==> src/rtl/register_file_pkg.sv <==
// Shared defaults and helpers for the register bank.
// Optional write-through forwarding is selected with the REGFILE_BYPASS_EN macro.
package register_file_pkg;

    localparam int RF_WIDTH  = 16;
    localparam int RF_DEPTH  = 8;
    localparam int RF_ADDR_W = 3;
    localparam logic [RF_WIDTH-1:0] RF_RESET_VAL = '0;

    // True when an address selects a word that physically exists.
    function automatic bit rf_in_range(input int unsigned addr, input int unsigned depth);
        return addr < depth;
    endfunction

endpackage

==> src/rtl/register_file_if.sv <==
// Write/read bus of the register bank: one write port, two combinational read ports.
interface register_file_if #(
    parameter int WIDTH  = 16,
    parameter int ADDR_W = 3
) ();
    logic              load;
    logic [ADDR_W-1:0] waddr;
    logic [WIDTH-1:0]  in;
    logic [ADDR_W-1:0] raddr_a;
    logic [ADDR_W-1:0] raddr_b;
    logic [WIDTH-1:0]  out_a;
    logic [WIDTH-1:0]  out_b;

    modport master (
        output load, waddr, in, raddr_a, raddr_b,
        input  out_a, out_b
    );

    modport slave (
        input  load, waddr, in, raddr_a, raddr_b,
        output out_a, out_b
    );
endinterface

==> src/rtl/register_file_register_n.sv <==
// Single WIDTH-bit word with load enable and synchronous active-high reset.
module register_n #(
    parameter int               WIDTH     = 16,
    parameter logic [WIDTH-1:0] RESET_VAL = '0
) (
    output logic [WIDTH-1:0] out,
    input  logic [WIDTH-1:0] in,
    input  logic             load,
    input  logic             reset,
    input  logic             clk
);
    logic [WIDTH-1:0] r_q;

    always_ff @(posedge clk) begin
        if (reset)
            r_q <= RESET_VAL;
        else if (load)
            r_q <= in;
    end

    assign out = r_q;
endmodule

==> src/rtl/register_file.sv <==
// DEPTH x WIDTH register bank, one synchronous write port and two combinational read ports.
// Define REGFILE_BYPASS_EN to forward write data to a read port addressing the word being written.
module register_file
    import register_file_pkg::*;
#(
    parameter int               WIDTH     = RF_WIDTH,
    parameter int               DEPTH     = RF_DEPTH,
    parameter int               ADDR_W    = RF_ADDR_W,
    parameter int               ZERO_REG  = 0,
    parameter logic [WIDTH-1:0] RESET_VAL = '0
) (
    input  logic                   clk,
    input  logic                   reset,
    register_file_if.slave         bus
);

    logic [DEPTH-1:0][WIDTH-1:0] w_words;
    logic [DEPTH-1:0]            w_wen;
    logic                        w_fwd_en;

    // Word 0 with ZERO_REG keeps a physical register that never loads and resets to 0.
    for (genvar i = 0; i < DEPTH; i++) begin : g_word
        localparam bit               IS_ZERO = (ZERO_REG != 0) && (i == 0);
        localparam logic [WIDTH-1:0] RST_V   = IS_ZERO ? {WIDTH{1'b0}} : RESET_VAL;

        assign w_wen[i] = bus.load && (bus.waddr == ADDR_W'(i)) && !IS_ZERO;

        register_n #(
            .WIDTH     (WIDTH),
            .RESET_VAL (RST_V)
        ) u_reg (
            .out   (w_words[i]),
            .in    (bus.in),
            .load  (w_wen[i]),
            .reset (reset),
            .clk   (clk)
        );
    end

`ifdef REGFILE_BYPASS_EN
    assign w_fwd_en = bus.load && !reset;
`else
    assign w_fwd_en = 1'b0;
`endif

    // Only in-range, non-zero-register addresses ever match, so everything else reads 0
    // and is never forwarded.
    function automatic logic [WIDTH-1:0] f_read(
        input logic [ADDR_W-1:0]           addr,
        input logic [DEPTH-1:0][WIDTH-1:0] words,
        input logic                        fwd_en,
        input logic [ADDR_W-1:0]           waddr,
        input logic [WIDTH-1:0]            wdata
    );
        logic [WIDTH-1:0] v_rd;
        v_rd = '0;
        for (int k = 0; k < DEPTH; k++) begin
            if (addr == ADDR_W'(k) && !((ZERO_REG != 0) && (k == 0)))
                v_rd = (fwd_en && (waddr == addr)) ? wdata : words[k];
        end
        return v_rd;
    endfunction

    assign bus.out_a = f_read(bus.raddr_a, w_words, w_fwd_en, bus.waddr, bus.in);
    assign bus.out_b = f_read(bus.raddr_b, w_words, w_fwd_en, bus.waddr, bus.in);

endmodule
==> src/flat_wrapper.sv <==
// flat-port wrapper written by rule: the top's interface ports become plain ports
module register_file_flat import register_file_pkg::*;
#(
    parameter int               WIDTH     = RF_WIDTH,
    parameter int               DEPTH     = RF_DEPTH,
    parameter int               ADDR_W    = RF_ADDR_W,
    parameter int               ZERO_REG  = 0,
    parameter logic [WIDTH-1:0] RESET_VAL = '0
)
  (clk, reset, bus_load, bus_waddr, bus_in, bus_raddr_a, bus_raddr_b, bus_out_a, bus_out_b);
  register_file_if #(.WIDTH(WIDTH), .ADDR_W(ADDR_W)) bus_i ();
  input  logic clk;
  input  logic reset;
  input wire logic [$bits(bus_i.load)-1:0] bus_load;
  input wire logic [$bits(bus_i.waddr)-1:0] bus_waddr;
  input wire logic [$bits(bus_i.in)-1:0] bus_in;
  input wire logic [$bits(bus_i.raddr_a)-1:0] bus_raddr_a;
  input wire logic [$bits(bus_i.raddr_b)-1:0] bus_raddr_b;
  output wire logic [$bits(bus_i.out_a)-1:0] bus_out_a;
  output wire logic [$bits(bus_i.out_b)-1:0] bus_out_b;
  assign bus_i.load = bus_load;
  assign bus_i.waddr = bus_waddr;
  assign bus_i.in = bus_in;
  assign bus_i.raddr_a = bus_raddr_a;
  assign bus_i.raddr_b = bus_raddr_b;
  assign bus_out_a = bus_i.out_a;
  assign bus_out_b = bus_i.out_b;
  register_file #(.WIDTH(WIDTH), .DEPTH(DEPTH), .ADDR_W(ADDR_W), .ZERO_REG(ZERO_REG), .RESET_VAL(RESET_VAL)) u_core (.clk(clk), .reset(reset), .bus(bus_i));
endmodule
==> config.mk <==
export PLATFORM = sky130hd
export DESIGN_NAME = register_file_flat
export DESIGN_NICKNAME = d
export VERILOG_FILES = /design/src/rtl/register_file_pkg.sv /design/src/rtl/register_file_if.sv /design/src/rtl/register_file_register_n.sv /design/src/rtl/register_file.sv /design/src/flat_wrapper.sv
export SDC_FILE = /design/constraint.sdc
export NUM_CORES = 1
export LEC_CHECK = 0
export ABC_AREA = 1
export CAP_MARGIN = 15
export CORE_MARGIN = 1.5
export CORE_UTILIZATION = 30
export DETAILED_ROUTE_END_ITERATION = 10
export PLACE_DENSITY_LB_ADDON = 0.3
export SETUP_SLACK_MARGIN = 0.5
export SYNTH_ARGS = -nofsm -noshare
export SYNTH_HDL_FRONTEND = slang
export SYNTH_SLANG_ARGS = --single-unit
==> constraint.sdc <==
create_clock -name clk -period 1.5 [get_ports clk]
set_clock_uncertainty 0.2 [all_clocks]
set_input_delay 0.15 -clock clk [delete_from_list [all_inputs] [get_ports clk]]
set_output_delay 0.15 -clock clk [all_outputs]
set_load 0.05 [all_outputs]
==> impl_summary.log, run 1 <==
[metrics] run status: finished, violations left
[metrics] WL/cell: about 20 microns
[metrics] multi-input gate area in the final layout: 4010 sq um
[metrics] pin count of the biggest net entering global routing: 35
[metrics] commonest cells in the synthesized netlist: sky130_fd_sc_hd__nand2_1 (320), sky130_fd_sc_hd__nand4_1 (160), sky130_fd_sc_hd__dfxtp_1 (128)
[metrics] maximum clock path buffer count: 2
[metrics] Crit Path Class: reg2out
[metrics] Synth Cell Area: a little under 7000 sq um
[metrics] diode count: 0
[metrics] total power: about 9.4 mW
[metrics] most used standard cell by instance count after synthesis: sky130_fd_sc_hd__nand2_1
[metrics] DP Worst Slack: -837 ps
[metrics] worst setup slack after layout: -448 ps
[metrics] FP Rows: 55
[metrics] maximum level of the CTS H-tree: 4
[metrics] total global-route track usage: between 20% and 30%
[metrics] crit path DAT: around 1600 ps
[metrics] layout overhead on the synthesized area: 52.0%
[metrics] Max-Slew Margin vs Limit: between 70 and 80%
[metrics] first-pass GRT wire length: ~43000 microns
[metrics] classification of the worst-slack hold path: in2reg
[metrics] YS warnings: 0
[metrics] Final ANT Viol Nets: 0
[metrics] Die Ht: 154 microns
[metrics] Max FO, Critical Path: 3
[metrics] unrepaired setup endpoints after global routing: yes
[metrics] number of antenna violations at the first check in global routing: 0
[metrics] total of buffers placed on input and output ports: 59
[metrics] largest vdd supply drop: 0.697 mV
[metrics] clock latency of the later-clocked register in the worst-skew pair: around 430 ps
[metrics] area of all sequential standard cells: approximately 2600 sq um
[metrics] maximum clock frequency: 0.513 GHz
[metrics] Syn Inst Count: 998
[metrics] reported max-cap violation count: 0
[metrics] Remaining Overflow, GRT: 0
[metrics] proportion of synthesized chip area in sequential cells: ~37%
[metrics] crit path time final: between 1500 and 2000 ps
[metrics] Final Cycle Share: 130%
[metrics] average cell area after synthesis: between 6 and 7 sq um
[metrics] cell count after placement: between 1000 and 1500
[metrics] via count of the first global-routing pass: ~7400
[metrics] ranking of synthesized cells by area: sky130_fd_sc_hd__dfxtp_1 (37%), sky130_fd_sc_hd__nand2_1 (18%), sky130_fd_sc_hd__nand4_1 (15%)
[metrics] total vias in the final route: roughly 7800
[metrics] clock sink count: 128
[metrics] max FFs per register: roughly 130
[metrics] first-pass iteration count of the detailed router: 5
[metrics] share of layout cells above drive strength 1: 34.1%
[metrics] post-synth cell types: 22
[metrics] biggest area consumer among synthesized cells: sky130_fd_sc_hd__dfxtp_1
[metrics] number of nets at the end of the flow: between 1000 and 1500
[metrics] number of synthesized register bits: roughly 130
[metrics] required time at the worst-slack endpoint: 1150 ps
[metrics] CTS tree: done
[metrics] area of the die: around 24000 sq um
[metrics] DRC viols: 0
[metrics] Max Transition Viols Final: 0
[metrics] effective utilization at floorplan: a little under a third
[metrics] number of flops mapped to enable cells by yosys: 0
[metrics] Core ar.: roughly 23000 sq um
[metrics] count of non-filler cells in the finished layout: around 1400
[metrics] final weighted congestion in routability-driven placement: slightly below 0.9
[metrics] Worst Setup End Kind: output port
[metrics] Cell Pwr Density: between 800 and 900 nW/um^2
[metrics] number of inserted filler cells in the final layout: 2112
[metrics] actual slew at the worst max-slew pin: around 390 ps
[metrics] via-per-instance ratio: 5.60
[metrics] violations in the final reports: negative hold slack, negative setup slack
[metrics] kind of start point of the critical path: flop
[metrics] half-perimeter wire length of the detailed placement result: approximately 16000 microns
[metrics] clock input transition at the sequential cells of the worst setup and hold paths: 60 ps
[metrics] area share of the leading cell type in the synthesized netlist: between 30% and 40%
[metrics] number of buffers added by the clock tree synthesis step: 17
[metrics] I/O Pins: 60
[metrics] async set-reset flop share out of synthesis: 0%
[metrics] static power due to leakage: 3.74 nW
[metrics] Top FF cell, synth: sky130_fd_sc_hd__dfxtp_1
[metrics] setup violators final: 32
[metrics] cell at the root of the clock tree: sky130_fd_sc_hd__clkbuf_16
[metrics] Starting DRT DRC Count: about 840
[metrics] horizontal extent of the die: approximately 150 microns
[metrics] sum of routed wire length over all layers: approximately 27000 microns
[metrics] hold violation count in the final report: 17
[metrics] total nets after synthesis: 1026
[metrics] final-layout worst hold slack: -72.3 ps
[metal layers]
metal | routed length [microns] | global-route usage [%] | vias up | share of wire, %
met5 | 0 | 0 | - | 0
met4 | 1070 | 12.4 | 0 | 3.9
met3 | 2290 | 4.76 | 62 | 8.4
met2 | 12900 | 36.8 | 410 | 47
met1 | 11100 | 30.0 | 3719 | 41
li1 | - | - | 3630 | -
[path summary, 6_finish.rpt]
| check | from | end | slack (ps) | cells past startpoint |
|---|---|---|---|---|
| setup / recovery | u_core.g_word[3].u_reg.out[14]$_SDFFE_PP0P_ | bus_out_a[14] | -450 | 5 |
| hold / removal | reset | u_core.g_word[5].u_reg.out[6]$_SDFFE_PP0P_ | -70 | 2 |
| setup reg to reg | u_core.g_word[4].u_reg.out[6]$_SDFFE_PP0P_ | u_core.g_word[4].u_reg.out[6]$_SDFFE_PP0P_ | 560 | 2 |
| hold reg to reg | u_core.g_word[0].u_reg.out[8]$_SDFFE_PP0P_ | u_core.g_word[0].u_reg.out[8]$_SDFFE_PP0P_ | 270 | 2 |
[critical path, stage by stage (launching register included)]
cell	delay, ps
sky130_fd_sc_hd__dfxtp_2	330
sky130_fd_sc_hd__nand4_1	80
sky130_fd_sc_hd__nand4_1	260
sky130_fd_sc_hd__nor2_1	160
sky130_fd_sc_hd__nand4_1	150
sky130_fd_sc_hd__buf_12	190
[repair_timing]
| item | 4_1_cts | 5_1_grt |
|---|---|---|
| pin swaps | 88 | 67 |
| setup buffers | 27 | 6 |
| resized for setup | 167 | 52 |
| setup endpoints to repair | 160 | 50 |
| gates cloned | 15 | 0 |
| hold endpoints to repair | 16 | 16 |
[cells by family (layout without fill, tap and decap cells)]
logic type      after synthesis  count (layout)  synth area share (%)
flops                       128             128                  37.3
compound gates              128             128                  11.2
simple gates                616             617                  42.1
buf+inv                     126             238                  9.39
[stage by stage]
| stage | util, % | instance area [sq um] | TNS (ps) | hold WS (ps) |
|---|---|---|---|---|
| finish | 46.2 | 10400 | -12020 | -72.3 |
| CTS | 45.2 | 10200 | -11870 | -91.6 |
| global route | 46.2 | 10400 | -14230 | -75.9 |
| floorplan | - | 7310 | -1380 | 196 |
| global placement | 38.4 | 8660 | -59240 | 265 |
| detailed placement | 38.4 | 8660 | -61870 | 268 |
[report_power, final]
group	switching (mW)	total, mW	leakage [nW]	internal [mW]
logic	0.867	1.53	2.38	0.666
clock network	1.66	4.31	0.299	2.65
registers	0.0608	3.55	1.07	3.49
[placed cells by master, fill, tap and decap left out, types with 27 or more instances in the layout]
cell type | synthesis | layout
sky130_fd_sc_hd__nand2_1 | 320 | 290
sky130_fd_sc_hd__nand4_1 | 160 | 160
sky130_fd_sc_hd__a21oi_1 | 89 | 89
sky130_fd_sc_hd__buf_12 | 0 | 74
sky130_fd_sc_hd__dfxtp_1 | 128 | 69
sky130_fd_sc_hd__nor2_1 | 81 | 60
sky130_fd_sc_hd__dfxtp_2 | 0 | 59
sky130_fd_sc_hd__buf_4 | 11 | 37
sky130_fd_sc_hd__nand2_2 | 10 | 28
sky130_fd_sc_hd__nand3_1 | 32 | 27
[layout make-up]
class,count,area share (%)
Timing Repair Buffer,170,24.7
Clock inverter,14,1.60
Sequential cell,128,25.3
Tap cell,285,3.42
Multi-Input combinational cell,745,38.4
Inverter,35,2.24
Timing Repair inverter,1,0.0840
Clock buffer,18,4.21
Note: power is estimated with default switching activity, not from simulation.
==> inputs of run 2 (changes only) <==
Settings changed: ABC_CLOCK_PERIOD_IN_PS set to 1600.
Clock period 1.5 ns to 1.6 ns, I/O delays scaled along.
==> run 2 against run 1 <==
The flow still finishes with violations (negative hold slack, negative setup slack). Critical path depth is the same. Count of clock-buffer cells in the layout is the same. Combinational power shrank 18%. Clock power shrank 3%. Sequential share of layout area grew 1.8 points. Final area shrank 7.1%. Critical endpoint unchanged.
==> impl_summary.log, run 2 (synthesis gave the netlist of run 1 again) <==
[metrics] via-per-instance ratio: 5.59 (-0.23%)
[metrics] pin count of the biggest net entering global routing: 59 (+69%)
[metrics] area post-placement: 8460 sq um (-2.3%)
[metrics] Final ANT Viol Nets: 0 (unchanged)
[metrics] diode count: 0 (unchanged)
[metrics] violations in the final reports: negative hold slack, negative setup slack
[metrics] final weighted congestion in routability-driven placement: 0.841 (-2.7%)
[metrics] Remaining Overflow, GRT: 0 (unchanged)
[metrics] Die Ht: 154 microns (unchanged)
[metrics] classification of the worst-slack hold path: in2reg
[metrics] CP max-delay cell: sky130_fd_sc_hd__dfxtp_2
[metrics] share of layout cells above drive strength 1: 26.6% (-7.5 points)
[metrics] clock sink count: 128 (unchanged)
[metrics] first-pass GRT wire length: 40700 microns (-4.6%)
[metrics] count of non-filler cells in the finished layout: 1375 (-1.5%)
[metrics] slowest cell delay on critical path: 330 ps (about the same)
[metrics] number of nets at the end of the flow: 1106 (-1.8%)
[metrics] max FFs per register: 128 (unchanged)
[metrics] area of all sequential standard cells: 2630 sq um (-0.33%)
[metrics] maximum clock path buffer count: 2 (unchanged)
[metrics] cell at the root of the clock tree: sky130_fd_sc_hd__clkbuf_16
[metrics] sum of routed wire length over all layers: 26100 microns (-4.5%)
[metrics] Max FO, Critical Path: 3 (unchanged)
[metrics] leading cell types in the layout, fill and taps excluded: sky130_fd_sc_hd__nand2_1 (318), sky130_fd_sc_hd__nand4_1 (160), sky130_fd_sc_hd__a21oi_1 (88), sky130_fd_sc_hd__nor2_1 (77), sky130_fd_sc_hd__dfxtp_1 (76)
[metrics] DP Worst Slack: -767 ps (+69.5 ps)
[metrics] FP Rows: 55 (unchanged)
[metrics] worst setup slack after layout: -341 ps (+108 ps)
[metrics] number of inserted filler cells in the final layout: 2254 (+6.7%)
[metrics] run status: finished, violations left
[metrics] total power: 8.75 mW (-6.8%)
[metrics] CP Buf/Inv Count: 1 (unchanged)
[metrics] Max Transition Viols Final: 0 (unchanged)
[metrics] final-layout worst hold slack: -8.85 ps (+63.5 ps)
[metrics] actual slew at the worst max-slew pin: 420 ps (+28.5 ps)
[metrics] layout overhead on the synthesized area: 41.1%
[metrics] Core ar.: 22600 sq um (unchanged)
[metrics] unrepaired setup endpoints after global routing: yes
[metrics] clock latency of the later-clocked register in the worst-skew pair: 430 ps (about the same)
[metrics] crit path time final: 1940 ps
[metrics] kind of start point of the critical path: flop
[metrics] area of the die: 23800 sq um (unchanged)
[metrics] CTS tree: done
[metrics] via count of the first global-routing pass: 7209 (-2.5%)
[metrics] number of antenna violations at the first check in global routing: 0 (unchanged)
[metrics] WL/cell: 19.0 microns (-3.0%)
[metrics] crit path DAT: 1580 ps (-20 ps)
[metrics] kind of cell adding the most delay to the critical path: simple AND/OR/NAND/NOR gates
[metrics] effective utilization at floorplan: 30.4% (unchanged)
[metrics] maximum clock frequency: around 0.5 GHz
[metrics] Max-Slew Margin vs Limit: 72.0% (-1.9 points)
[metrics] cell count after placement: 1316 (unchanged)
[metrics] design area: 9690 sq um (-7.1%)
[metrics] Final Cycle Share: 121%
[metrics] Crit Path Class: reg2out
[metrics] first-pass iteration count of the detailed router: 7 (+2)
[metrics] I/O Pins: 60 (unchanged)
[metrics] most common library cell in the layout ignoring fill and taps: sky130_fd_sc_hd__nand2_1
[metrics] required time at the worst-slack endpoint: 1240 ps (+90 ps)
[metrics] multi-input gate area in the final layout: 3750 sq um (-6.5%)
[metrics] static power due to leakage: 3.43 nW (-8.4%)
[metrics] total vias in the final route: 7686 (-1.7%)
[metrics] Worst Setup End Kind: output port
[metrics] Starting DRT DRC Count: 784 (-7.1%)
[metrics] clock input transition at the sequential cells of the worst setup and hold paths: 60 ps (about the same)
[metrics] largest vdd supply drop: 0.681 mV (-2.4%)
[metrics] total global-route track usage: 22.2% (-1.1 points)
[metrics] DRC viols: 0 (unchanged)
[metrics] hold violation count in the final report: 1 (-16)
[metrics] maximum level of the CTS H-tree: 4 (unchanged)
[metrics] setup violators final: 32 (unchanged)
[metrics] reported max-cap violation count: 0 (unchanged)
[metrics] total of buffers placed on input and output ports: 59 (unchanged)
[metrics] horizontal extent of the die: 154 microns (unchanged)
[metrics] number of buffers added by the clock tree synthesis step: 17 (unchanged)
[metrics] Cell Pwr Density: 903 nW/um^2 (+0.39%)
[metrics] half-perimeter wire length of the detailed placement result: 16500 microns (+2.4%)
[metrics] cells traversed along the worst timing path: nand4_1, nand4_1, nor2_2, nand4_1, buf_12
[metrics] dominant cell type by count on the critical path: sky130_fd_sc_hd__nand4_1
[run 2: what timing repair did]
action	CTS	global route
endpoints found under the hold margin	10	0
cloned	8	1
endpoints found under the setup margin	160	99
setup buffers	19	0
pin swaps	84	36
resized for setup	108	25
[run 2: path summary, 6_finish.rpt]
check,from,endpoint,slack [ps],cells past startpoint
hold reg to reg,u_core.g_word[3].u_reg.out[10]$_SDFFE_PP0P_,u_core.g_word[3].u_reg.out[10]$_SDFFE_PP0P_,270,2
setup / recovery,u_core.g_word[2].u_reg.out[14]$_SDFFE_PP0P_,bus_out_a[14],-340,5
hold / removal,reset,u_core.g_word[6].u_reg.out[9]$_SDFFE_PP0P_,-9,3
setup reg to reg,u_core.g_word[4].u_reg.out[0]$_SDFFE_PP0P_,u_core.g_word[4].u_reg.out[0]$_SDFFE_PP0P_,680,2
[run 2: layout make-up]
cell class                 count  share of cell area [%]
timing repair buffer         149                    21.4
timing repair inverter         3                   0.271
clock inverter                13                    1.94
multi-input combinational    744                    38.7
inverter                      35                    2.30
sequential                   128                    27.1
clock buffer                  18                    4.53
tap                          285                    3.68
[run 2: where the power goes]
part / total, mW / internal [mW] / switching, mW
registers: 3.32 / 3.27 / 0.0528
logic: 1.25 / 0.503 / 0.746
clock network: 4.18 / 2.64 / 1.54
total: 8.75 / 6.41 / 2.34
[run 2: per-layer routing]
metal / GRT usage [%] / share of wire (%)
met3: 4.62 / 8.1
met2: 35.4 / 46
met4: 9.84 / 3.3
met1: 28.9 / 42
met5: 0 / 0
[run 2: worst register-to-register path, stage by stage, from the launching register on]
cell and delay [ps]:
sky130_fd_sc_hd__dfxtp_1 310, sky130_fd_sc_hd__inv_1 70, sky130_fd_sc_hd__a211oi_1 250
[run 2: metrics by stage]
stage | utilization (%) | TNS [ps] | hold WS (ps)
after floorplan | - | 0 | 226
after global placement | 37.5 | -34750 | 266
after detailed placement | 37.5 | -37930 | 267
after CTS | 42.6 | -8580 | -15.0
after global routing | 42.9 | -10200 | 9.57
final | 42.9 | -8020 | -8.85
